[src/rtl/exe_stage_md_pkg.sv]
// Shared definitions for the multi-cycle execute stage.
// - div_op / mem_size encodings carried on the decode-to-execute bus
// - one-hot alu_op bit positions
// - divider FSM state type
// - bus width helpers, since both buses scale with XLEN
package exe_stage_md_pkg;

    // div_op encodings
    localparam logic [1:0] DivNone = 2'b00;
    localparam logic [1:0] DivQuot = 2'b01;
    localparam logic [1:0] DivMod  = 2'b10;

    // mem_size encodings
    localparam logic [1:0] MemB = 2'b00;
    localparam logic [1:0] MemH = 2'b01;
    localparam logic [1:0] MemW = 2'b10;
    localparam logic [1:0] MemD = 2'b11;

    // alu_op is one-hot; these are its bit positions
    localparam int unsigned AluAdd  = 0;
    localparam int unsigned AluSub  = 1;
    localparam int unsigned AluSlt  = 2;
    localparam int unsigned AluSltu = 3;
    localparam int unsigned AluAnd  = 4;
    localparam int unsigned AluNor  = 5;
    localparam int unsigned AluOr   = 6;
    localparam int unsigned AluXor  = 7;
    localparam int unsigned AluSll  = 8;
    localparam int unsigned AluSrl  = 9;
    localparam int unsigned AluSra  = 10;
    localparam int unsigned AluLui  = 11;

    typedef enum logic [1:0] {
        StIdle,
        StBusy,
        StDone
    } div_state_e;

    // alu_op(12) div_op(2) div_signed mem_size(2) load_op load_unsigned store_op
    // src1_is_pc src2_is_imm gr_we dest(5) imm rj_value rkd_value pc
    function automatic int unsigned ds_to_es_bus_wd(input int unsigned xlen);
        return 28 + 4 * xlen;
    endfunction

    // load_op load_unsigned mem_size(2) addr_lo(3) ale gr_we dest(5) result pc
    function automatic int unsigned es_to_ms_bus_wd(input int unsigned xlen);
        return 14 + 2 * xlen;
    endfunction

endpackage

[src/rtl/div_iter.sv]
// Iterative radix-2 restoring divider, one quotient bit per cycle.
// Ports:
//   clk, reset        clock, synchronous active-high reset
//   start             load operands and begin (takes priority over flush)
//   flush             abandon / release the current op, return to IDLE
//   signed_op         treat a and b as two's complement
//   a, b              dividend, divisor (sampled on start)
//   busy, done        FSM in BUSY / DONE
//   quotient,remainder registered results, valid while done
// The execute stage also pulses flush when a finished op leaves, which is how
// DONE returns to IDLE; a start in that same cycle restarts straight into BUSY.
module div_iter
    import exe_stage_md_pkg::*;
#(
    parameter int unsigned XLEN = 32
) (
    input  logic            clk,
    input  logic            reset,
    input  logic            start,
    input  logic            flush,
    input  logic            signed_op,
    input  logic [XLEN-1:0] a,
    input  logic [XLEN-1:0] b,
    output logic            busy,
    output logic            done,
    output logic [XLEN-1:0] quotient,
    output logic [XLEN-1:0] remainder
);

    localparam int unsigned CntW = $clog2(XLEN + 1);

    div_state_e      state_q, state_d;
    logic [CntW-1:0] cnt_q, cnt_d;
    logic [XLEN-1:0] part_q, part_d;    // partial remainder magnitude
    logic [XLEN-1:0] shift_q, shift_d;  // dividend bits out, quotient bits in
    logic [XLEN-1:0] dvsr_q, dvsr_d;    // divisor magnitude
    logic [XLEN-1:0] dvnd_q, dvnd_d;    // raw dividend, remainder for divide-by-zero
    logic            q_neg_q, q_neg_d;
    logic            r_neg_q, r_neg_d;
    logic            b_zero_q, b_zero_d;
    logic [XLEN-1:0] quot_q, quot_d;
    logic [XLEN-1:0] rem_q, rem_d;

    logic            a_neg, b_neg;
    logic [XLEN-1:0] a_mag, b_mag;
    logic [XLEN:0]   sh;
    logic            ge;
    logic [XLEN-1:0] diff;

    assign a_neg = signed_op & a[XLEN-1];
    assign b_neg = signed_op & b[XLEN-1];
    assign a_mag = a_neg ? -a : a;
    assign b_mag = b_neg ? -b : b;

    always_comb begin
        state_d  = state_q;
        cnt_d    = cnt_q;
        part_d   = part_q;
        shift_d  = shift_q;
        dvsr_d   = dvsr_q;
        dvnd_d   = dvnd_q;
        q_neg_d  = q_neg_q;
        r_neg_d  = r_neg_q;
        b_zero_d = b_zero_q;
        quot_d   = quot_q;
        rem_d    = rem_q;

        sh = {part_q, shift_q[XLEN-1]};
        ge = sh >= {1'b0, dvsr_q};
        // When ge the true difference is below the divisor, so the low XLEN bits are exact.
        diff = sh[XLEN-1:0] - dvsr_q;

        if (start) begin
            state_d  = StBusy;
            cnt_d    = CntW'(XLEN);
            part_d   = '0;
            shift_d  = a_mag;
            dvsr_d   = b_mag;
            dvnd_d   = a;
            q_neg_d  = a_neg ^ b_neg;
            r_neg_d  = a_neg;
            b_zero_d = (b == '0);
        end else if (flush) begin
            state_d = StIdle;
            cnt_d   = '0;
        end else if (state_q == StBusy) begin
            if (cnt_q == '0) begin
                state_d = StDone;
                quot_d  = b_zero_q ? '1 : (q_neg_q ? -shift_q : shift_q);
                rem_d   = b_zero_q ? dvnd_q : (r_neg_q ? -part_q : part_q);
            end else begin
                part_d  = ge ? diff : sh[XLEN-1:0];
                shift_d = {shift_q[XLEN-2:0], ge};
                cnt_d   = cnt_q - CntW'(1);
            end
        end
    end

    always_ff @(posedge clk) begin
        if (reset) begin
            state_q  <= StIdle;
            cnt_q    <= '0;
            part_q   <= '0;
            shift_q  <= '0;
            dvsr_q   <= '0;
            dvnd_q   <= '0;
            q_neg_q  <= 1'b0;
            r_neg_q  <= 1'b0;
            b_zero_q <= 1'b0;
            quot_q   <= '0;
            rem_q    <= '0;
        end else begin
            state_q  <= state_d;
            cnt_q    <= cnt_d;
            part_q   <= part_d;
            shift_q  <= shift_d;
            dvsr_q   <= dvsr_d;
            dvnd_q   <= dvnd_d;
            q_neg_q  <= q_neg_d;
            r_neg_q  <= r_neg_d;
            b_zero_q <= b_zero_d;
            quot_q   <= quot_d;
            rem_q    <= rem_d;
        end
    end

    assign busy      = (state_q == StBusy);
    assign done      = (state_q == StDone);
    assign quotient  = quot_q;
    assign remainder = rem_q;

endmodule

[src/rtl/exe_stage_md.sv]
// Execute stage between decode and memory: ALU, iterative divider, sub-word
// load/store with alignment check, forwarding/stall info back to decode, flush.
// Ports:
//   clk, reset                       clock, synchronous active-high reset
//   ds_to_es_valid/ds_to_es_bus      instruction from decode
//   es_allowin                       stage can accept this cycle
//   ms_allowin                       memory stage can accept
//   es_to_ms_valid/es_to_ms_bus      result toward memory stage
//   es_flush                         kill in-stage op and drop any incoming op
//   es_to_ds_dest/load_op/fwd_*      hazard and forwarding info for decode
//   data_sram_*                      data memory request
module exe_stage_md
    import exe_stage_md_pkg::*;
#(
    parameter int unsigned XLEN   = 32,
    parameter bit          DIV_EN = 1'b1
) (
    input  logic                               clk,
    input  logic                               reset,
    input  logic                               ds_to_es_valid,
    input  logic [ds_to_es_bus_wd(XLEN)-1:0]   ds_to_es_bus,
    output logic                               es_allowin,
    input  logic                               ms_allowin,
    output logic                               es_to_ms_valid,
    output logic [es_to_ms_bus_wd(XLEN)-1:0]   es_to_ms_bus,
    input  logic                               es_flush,
    output logic [4:0]                         es_to_ds_dest,
    output logic                               es_to_ds_load_op,
    output logic                               es_to_ds_fwd_valid,
    output logic [XLEN-1:0]                    es_to_ds_fwd_data,
    output logic                               data_sram_en,
    output logic [XLEN/8-1:0]                  data_sram_we,
    output logic [XLEN-1:0]                    data_sram_addr,
    output logic [XLEN-1:0]                    data_sram_wdata
);

    localparam int unsigned DsWd       = ds_to_es_bus_wd(XLEN);
    localparam int unsigned NumBytes   = XLEN / 8;
    localparam int unsigned OffW       = $clog2(NumBytes);
    localparam int unsigned ShW        = $clog2(XLEN);
    localparam int unsigned PcLsb      = 0;
    localparam int unsigned RkdLsb     = XLEN;
    localparam int unsigned RjLsb      = 2 * XLEN;
    localparam int unsigned ImmLsb     = 3 * XLEN;
    localparam int unsigned DestLsb    = 4 * XLEN;
    localparam int unsigned GrWeBit    = 4 * XLEN + 5;
    localparam int unsigned Src2ImmBit = 4 * XLEN + 6;
    localparam int unsigned Src1PcBit  = 4 * XLEN + 7;
    localparam int unsigned StoreBit   = 4 * XLEN + 8;
    localparam int unsigned LoadUnsBit = 4 * XLEN + 9;
    localparam int unsigned LoadBit    = 4 * XLEN + 10;
    localparam int unsigned MemSizeLsb = 4 * XLEN + 11;
    localparam int unsigned DivSgnBit  = 4 * XLEN + 13;
    localparam int unsigned DivOpLsb   = 4 * XLEN + 14;
    localparam int unsigned AluOpLsb   = 4 * XLEN + 16;

    logic            es_valid_q;
    logic [DsWd-1:0] bus_q;

    // Fields of the in-stage instruction
    logic [11:0]     alu_op;
    logic [1:0]      div_op, mem_size;
    logic            div_signed, load_op, load_unsigned, store_op;
    logic            src1_is_pc, src2_is_imm, gr_we;
    logic [4:0]      dest;
    logic [XLEN-1:0] imm, rj_value, rkd_value, pc;

    assign alu_op        = bus_q[AluOpLsb +: 12];
    assign div_op        = bus_q[DivOpLsb +: 2];
    assign div_signed    = bus_q[DivSgnBit];
    assign mem_size      = bus_q[MemSizeLsb +: 2];
    assign load_op       = bus_q[LoadBit];
    assign load_unsigned = bus_q[LoadUnsBit];
    assign store_op      = bus_q[StoreBit];
    assign src1_is_pc    = bus_q[Src1PcBit];
    assign src2_is_imm   = bus_q[Src2ImmBit];
    assign gr_we         = bus_q[GrWeBit];
    assign dest          = bus_q[DestLsb +: 5];
    assign imm           = bus_q[ImmLsb +: XLEN];
    assign rj_value      = bus_q[RjLsb +: XLEN];
    assign rkd_value     = bus_q[RkdLsb +: XLEN];
    assign pc            = bus_q[PcLsb +: XLEN];

    // The divider must go BUSY on the entry edge, so its operands come straight
    // from the incoming bus rather than from bus_q.
    logic [1:0]      in_div_op;
    logic            in_div_signed;
    logic [XLEN-1:0] in_src1, in_src2;

    assign in_div_op     = ds_to_es_bus[DivOpLsb +: 2];
    assign in_div_signed = ds_to_es_bus[DivSgnBit];
    assign in_src1       = ds_to_es_bus[Src1PcBit] ? ds_to_es_bus[PcLsb +: XLEN]
                                                   : ds_to_es_bus[RjLsb +: XLEN];
    assign in_src2       = ds_to_es_bus[Src2ImmBit] ? ds_to_es_bus[ImmLsb +: XLEN]
                                                    : ds_to_es_bus[RkdLsb +: XLEN];

    logic es_ready_go, es_entry, es_leave, div_start, div_release;
    logic div_busy, div_done;
    logic [XLEN-1:0] div_quot, div_rem, div_result;

    assign es_ready_go    = (div_op == DivNone) || div_done;
    assign es_allowin     = !es_valid_q || (es_ready_go && ms_allowin);
    assign es_to_ms_valid = es_valid_q && es_ready_go && !es_flush;
    assign es_entry       = ds_to_es_valid && es_allowin && !es_flush;
    assign es_leave       = es_valid_q && es_ready_go && ms_allowin;
    assign div_start      = es_entry && (in_div_op != DivNone);
    assign div_release    = es_flush || es_leave;

    always_ff @(posedge clk) begin
        if (reset) begin
            es_valid_q <= 1'b0;
            bus_q      <= '0;
        end else begin
            if (es_flush) begin
                es_valid_q <= 1'b0;
            end else if (es_allowin) begin
                es_valid_q <= ds_to_es_valid;
            end
            if (es_entry) begin
                bus_q <= ds_to_es_bus;
            end
        end
    end

    if (DIV_EN) begin : g_div
        div_iter #(
            .XLEN(XLEN)
        ) u_div_iter (
            .clk       (clk),
            .reset     (reset),
            .start     (div_start),
            .flush     (div_release),
            .signed_op (in_div_signed),
            .a         (in_src1),
            .b         (in_src2),
            .busy      (div_busy),
            .done      (div_done),
            .quotient  (div_quot),
            .remainder (div_rem)
        );
    end else begin : g_no_div
        logic unused_div;
        assign unused_div = ^{div_start, div_release, in_div_signed, in_src1, in_src2};
        assign div_busy   = 1'b0;
        assign div_done   = 1'b1;
        assign div_quot   = '0;
        assign div_rem    = '0;
    end

    assign div_result = div_op[1] ? div_rem : div_quot;

    // ALU
    logic [XLEN-1:0] alu_src1, alu_src2, alu_result;
    logic [ShW-1:0]  shamt;

    assign alu_src1 = src1_is_pc  ? pc  : rj_value;
    assign alu_src2 = src2_is_imm ? imm : rkd_value;
    assign shamt    = alu_src2[ShW-1:0];

    always_comb begin
        alu_result = '0;
        if (alu_op[AluAdd])  alu_result = alu_result | (alu_src1 + alu_src2);
        if (alu_op[AluSub])  alu_result = alu_result | (alu_src1 - alu_src2);
        if (alu_op[AluSlt])  alu_result = alu_result |
            {{(XLEN-1){1'b0}}, $signed(alu_src1) < $signed(alu_src2)};
        if (alu_op[AluSltu]) alu_result = alu_result | {{(XLEN-1){1'b0}}, alu_src1 < alu_src2};
        if (alu_op[AluAnd])  alu_result = alu_result | (alu_src1 & alu_src2);
        if (alu_op[AluNor])  alu_result = alu_result | ~(alu_src1 | alu_src2);
        if (alu_op[AluOr])   alu_result = alu_result | (alu_src1 | alu_src2);
        if (alu_op[AluXor])  alu_result = alu_result | (alu_src1 ^ alu_src2);
        if (alu_op[AluSll])  alu_result = alu_result | (alu_src1 << shamt);
        if (alu_op[AluSrl])  alu_result = alu_result | (alu_src1 >> shamt);
        if (alu_op[AluSra])  alu_result = alu_result | XLEN'($signed(alu_src1) >>> shamt);
        if (alu_op[AluLui])  alu_result = alu_result | alu_src2;
    end

    logic [XLEN-1:0] result;
    assign result = (div_op != DivNone) ? div_result : alu_result;

    // Memory access
    logic [XLEN-1:0]     addr, st_data;
    logic                misalign, ale, mem_ok;
    logic [NumBytes-1:0] size_mask, we_mask;

    assign addr = alu_result;

    always_comb begin
        misalign  = 1'b0;
        size_mask = '1;
        st_data   = rkd_value;
        case (mem_size)
            MemB: begin
                size_mask = NumBytes'(1);
                st_data   = {NumBytes{rkd_value[7:0]}};
            end
            MemH: begin
                misalign  = addr[0];
                size_mask = NumBytes'(3);
                st_data   = {(XLEN/16){rkd_value[15:0]}};
            end
            MemW: begin
                misalign  = |addr[1:0];
                size_mask = NumBytes'(4'hF);
                st_data   = {(XLEN/32){rkd_value[31:0]}};
            end
            default: begin
                // Doubleword exists only on a 64-bit datapath
                misalign = (XLEN == 64) ? |addr[2:0] : 1'b1;
            end
        endcase
    end

    // Only memory ops can raise an alignment error
    assign ale     = (load_op || store_op) && misalign;
    assign we_mask = size_mask << addr[OffW-1:0];
    assign mem_ok  = es_valid_q && !ale && !es_flush;

    assign data_sram_en    = mem_ok && (load_op || store_op);
    assign data_sram_we    = (mem_ok && store_op) ? we_mask : '0;
    assign data_sram_addr  = addr;
    assign data_sram_wdata = st_data;

    assign es_to_ms_bus = {load_op, load_unsigned, mem_size, addr[2:0], ale, gr_we, dest,
                           result, pc};

    // Decode-side hazard and forwarding info
    assign es_to_ds_dest      = (es_valid_q && gr_we) ? dest : 5'd0;
    assign es_to_ds_load_op   = es_valid_q && load_op;
    assign es_to_ds_fwd_valid = es_valid_q && gr_we && !load_op && es_ready_go && (dest != 5'd0);
    assign es_to_ds_fwd_data  = result;

    logic unused_bits;
    assign unused_bits = ^{div_busy, div_signed};

endmodule

[config.mk]
export PLATFORM = sky130hd
export DESIGN_NAME = exe_stage_md
export DESIGN_NICKNAME = d
export VERILOG_FILES = /design/src/rtl/exe_stage_md_pkg.sv /design/src/rtl/div_iter.sv /design/src/rtl/exe_stage_md.sv
export SDC_FILE = /design/constraint.sdc
export NUM_CORES = 2
export LEC_CHECK = 0
export ABC_AREA = 1
export CORE_AREA = 3 3 210 417
export DETAILED_ROUTE_END_ITERATION = 6
export DIE_AREA = 0 0 213 420
export GPL_TIMING_DRIVEN = 0
export SLEW_MARGIN = 25
export SYNTH_ARGS = -nofsm -noshare
export SYNTH_HDL_FRONTEND = slang
export SYNTH_SLANG_ARGS = --single-unit
[constraint.sdc]
create_clock -name clk -period 9.4 [get_ports clk]
set_input_delay 1.88 -clock clk [delete_from_list [all_inputs] [get_ports clk]]
set_output_delay 1.88 -clock clk [all_outputs]
set_load 0.03 [all_outputs]
==> results of run 1 <==
==> metal layers <==
layer  GRT usage  overflow
met5     0.00339         0
met4       0.636        27
met3       0.244         1
met2       0.846        32
met1       0.506         0
==> per-stage QoR <==
stage,utilization,std cells,setup WS [ns]
floorplan,-,5123,3.56
global placement,0.424,6539,1.09
detailed placement,0.424,6540,1.13
CTS,0.439,6603,0.501
==> cells by family after synthesis <==
logic type / Yosys count / share of synthesized area
compound gates: 1335 / 0.242
fa+ha+maj: 137 / 0.0558
simple gates: 2285 / 0.312
xor+xnor: 78 / 0.0219
flops: 359 / 0.231
buf+inv: 912 / 0.131
mux: 17 / 0.00547
==> results.toml, run 1 <==
[outcome]
outcome = "aborted with a tool error"
stop_stage = "5_1_grt"
error = "[ERROR GRT-0116] Global routing finished with congestion. Check the congestion regions in the DRC Viewer."

[yosys]
avgSynthCellArea_um2 = 6.08
yosys-top-cells-count = "nand2_1, nor2_1, o21ai_0, inv_1, a21oi_1"
yosysMostFrequentCell = "nand2_1"
synth_cell_types = 67
syn-num-nets = 5421
ys_seq_area_frac = 0.231
synth_area_um2 = 31100
synth_warnings = 0
synthTopCellsByArea = "dfxtp_1, nand2_1, o21ai_0"
yosysTopAreaCell = "dfxtp_1"
synth_top_area_share = 0.231
synthCells = 5123
ys_seq_elements = 359
synthArstFlopShare = 0
synth-edff-count = 0
synth-main-ff-cell = "dfxtp_1"

[cts]
cts_root_buf = "clkbuf_16"
ctsResizeCount = 0
clock_sinks = 359
cts_max_level = 2
cts_buffer_depth = 3
post_cts_buffers = 0
cts_buffers = 35
cts_hold_buf = 0

[global_routing]
grt_usage = 0.552
overflow = 60
grt_max_degree = 16
grt_pass1_wl_um = 345000
grt_pass1_vias = 42200

[floorplan]
row_count = 151
die_h_um = 420
start_util = 0.367
num_io_pins = 349
die_width_um = 213

[placement]
port_buffers = 345
gp_congestion = 1.21
dp_hpwl_um = 193000
placedInstanceArea_um2 = 36000
==> inputs of run 2 (changes only) <==
Settings changed: CORE_AREA 3 3 210 417 to 3 3 381 383, DIE_AREA 0 0 213 420 to 0 0 384 386, PLACE_DENSITY_LB_ADDON from default to 0.15.
==> run 2 against run 1 <==
Effect of this change:
- the flow now finishes without violations
- synthesized cell count is the same
- area after synthesis unchanged
==> results.toml, run 2 <==
[global_routing]
overflow = 0
met3_usage = 0.0382
grt_usage = 0.272
grt_max_degree = 16
grt_pass1_wl_um = 285000
busiest_layer = "met2"
use_met1 = 0.350
antenna_found_initial = 21
grt_pass1_vias = 36100
use_met2 = 0.435

[placement]
placedInstanceArea_um2 = 37000
port_buffers = 345
place_ws_ns = 1.94
dp_hpwl_um = 176000
gp_congestion = 1.08

[drt]
wl_per_cell_um = 28.1
first_iter_violations = 4462
routed_wl_um = 209000
viasPerCell = 5.12
drt_first_pass_iters = 6
ant_nets = 0
vias = 38200
drc_errors = 0

[setup_path]
startpoint_type = "flop"
worst_ep_required_time_ns = 7.52
critPathMaxStageDelay_ns = 0.98
crit_path_frequent_cell = "nand4_1"
cp_cell_sequence = "buf_6 > buf_2 > buf_1 > o21ai_0 > ha_1 > inv_1 > nand2_1 > nor2_1 > nand4_1 > o21ai_1 > nand4_1 > nand3_1 > nand3_1 > nand4_1 > nand2_1 > o21ai_1 > buf_4 > clkdlybuf4s50_1"
end_kind = "output port"
cp.arrival_ns = 6.46
critPathKind = "flop to output port"
crit_fanout = 10
critical-path-slowest-cell = "o21ai_0"

[cells_and_area]
area_delta_synth_final_pct = 24.6
layout-drive-gt1-share = 0.0838
regMostFlops = "bus_q"
fin_area_um2 = 38800
final_cell_mix = "nand2_1, nor2_1, o21ai_0, inv_1, a21oi_1"
final_nets = 5818
final_common_cell = "nand2_1"
largest_reg_flops = 155

[floorplan]
row_count = 138
num_io_pins = 349
start_util = 0.220
core_um2 = 142000
die_h_um = 386
die_area_um2 = 148000
die_width_um = 384

[power_and_ir_drop]
power_density_nw_per_um2 = 179
power_frac_clock = 0.307
leakage_nw = 16.6
switchingPower_mw = 3.12
power_frac_seq = 0.241
netSwitchingFraction = 0.450
total_power_mw = 6.93
irDropWorstVdd_v = 0.000119
internal_power_mw = 3.81
comb_power_share = 0.452

[yosys]
yosysTopAreaCell = "dfxtp_1"
synth_area_um2 = 31100
ys_seq_elements = 359
yosysMostFrequentCell = "nand2_1"
synthArstFlopShare = 0
synth-main-ff-cell = "dfxtp_1"
synth_cell_types = 67
synthCells = 5123
synth_warnings = 0
syn-num-nets = 5421
ys_seq_area_frac = 0.231
synth-edff-count = 0
yosys-top-cells-count = "nand2_1, nor2_1, o21ai_0, inv_1, a21oi_1"
synthTopCellsByArea = "dfxtp_1, nand2_1, o21ai_0"
synth_top_area_share = 0.231
avgSynthCellArea_um2 = 6.08

[cts]
cts_root_buf = "clkbuf_16"
clk_pin_slew_worst_paths_ns = 0.06
post_cts_buffers = 0
ctsResizeCount = 0
cts_buffers = 48
cts_max_level = 2
cts_hold_buf = 0
cts_buffer_depth = 3
clk_latency_ns = 0.66
cts_tree = "built"
clock_sinks = 359

[timing]
timing.final.crit_share = 0.887
fin_ws_ns = 1.06
hold_viol = 0
setup_violations = 0
fmax_ghz = 0.120
fin_hold_ws_ns = 0.460
maxSlewViolCount = 0
final.setup.tns_ns = 0
skew_ns = 0.0526
slew_headroom = 0.176
rsz0062_at_grt = "no"
period_needed_ns = 8.34
tightest_slew_ns = 1.22

[flow_run]
max_cap_viol_count = 0

[worst_hold_path]
hold_class = "flop to flop"

[outcome]
outcome = "completed"
-- run 2: cell counts after synthesis --
No cell type changed its count.
-- run 2: power by group through the flow --
stage	Sequential [mW]	Combinational, mW	Clock, mW
4_1_cts	1.66	3.07	2.17
2_1_floorplan	1.67	1.70	0
6_report	1.67	3.13	2.13
3_5_place_dp	1.70	3.06	0
3_3_place_gp	1.70	3.06	0
5_1_grt	1.67	3.28	2.22
-- run 2: critical path: cells and delay by family, from the launching register on --
| family | cells | cell delay (ns) |
|---|---|---|
| buffers and inverters | 6 | 1.78 |
| AOI/OAI and AO/OA | 3 | 1.73 |
| and+or+nand+nor | 8 | 1.49 |
| adders and majority gates | 1 | 0.49 |
| DFF | 1 | 0.31 |
-- run 2: area by class of cell --
type / count / area, um^2
Sequential cell: 359 / 7190
Fill cell: 16300 / 103000
Multi-Input combinational cell: 3852 / 19900
Tap cell: 1890 / 2360
Clock inverter: 28 / 477
Buffer: 356 / 1990
Clock buffer: 60 / 1310
Antenna cell: 4 / 10.0
Timing Repair Buffer: 347 / 3470
Inverter: 556 / 2100
-- run 2: worst paths after layout --
path / startpoint / to / slack, ns / cells after the start
hold reg to reg: g_div.u_div_iter.dvnd_q[17]$_SDFFE_PP0P_ / g_div.u_div_iter.dvnd_q[17]$_SDFFE_PP0P_ / 0.46 / 2
setup reg to reg: bus_q[142]$_SDFFE_PP0P_ / g_div.u_div_iter.dvnd_q[24]$_SDFFE_PP0P_ / 5.71 / 12
setup / recovery: bus_q[134]$_SDFFE_PP0P_ / es_to_ms_bus[61] / 1.06 / 18
hold / removal: g_div.u_div_iter.dvnd_q[17]$_SDFFE_PP0P_ / g_div.u_div_iter.dvnd_q[17]$_SDFFE_PP0P_ / 0.46 / 2
-- run 2: logic make-up after synthesis --
kind of cell | share of synthesized area
AND/OR/NAND/NOR | 0.312
adder cells (fa/ha/maj) | 0.0558
buffers and inverters | 0.131
multiplexers | 0.00547
flip-flops | 0.231
XOR/XNOR | 0.0219
AO/OA/AOI/OAI | 0.242
-- run 2: stage by stage --
step,util,cells
floorplan,-,5123
global placement,0.261,7358
detailed placement,0.261,7360
CTS,0.274,7448
global route,0.274,7450
finish,0.274,7452
-- run 2: layer usage --
metal | up-vias | part of all wire
li1 | 17700 | -
met1 | 18400 | 0.41
met2 | 1746 | 0.44
met3 | 347 | 0.076
met4 | 4 | 0.064
met5 | - | 0.00013
Power figures use the tool's default switching activity.
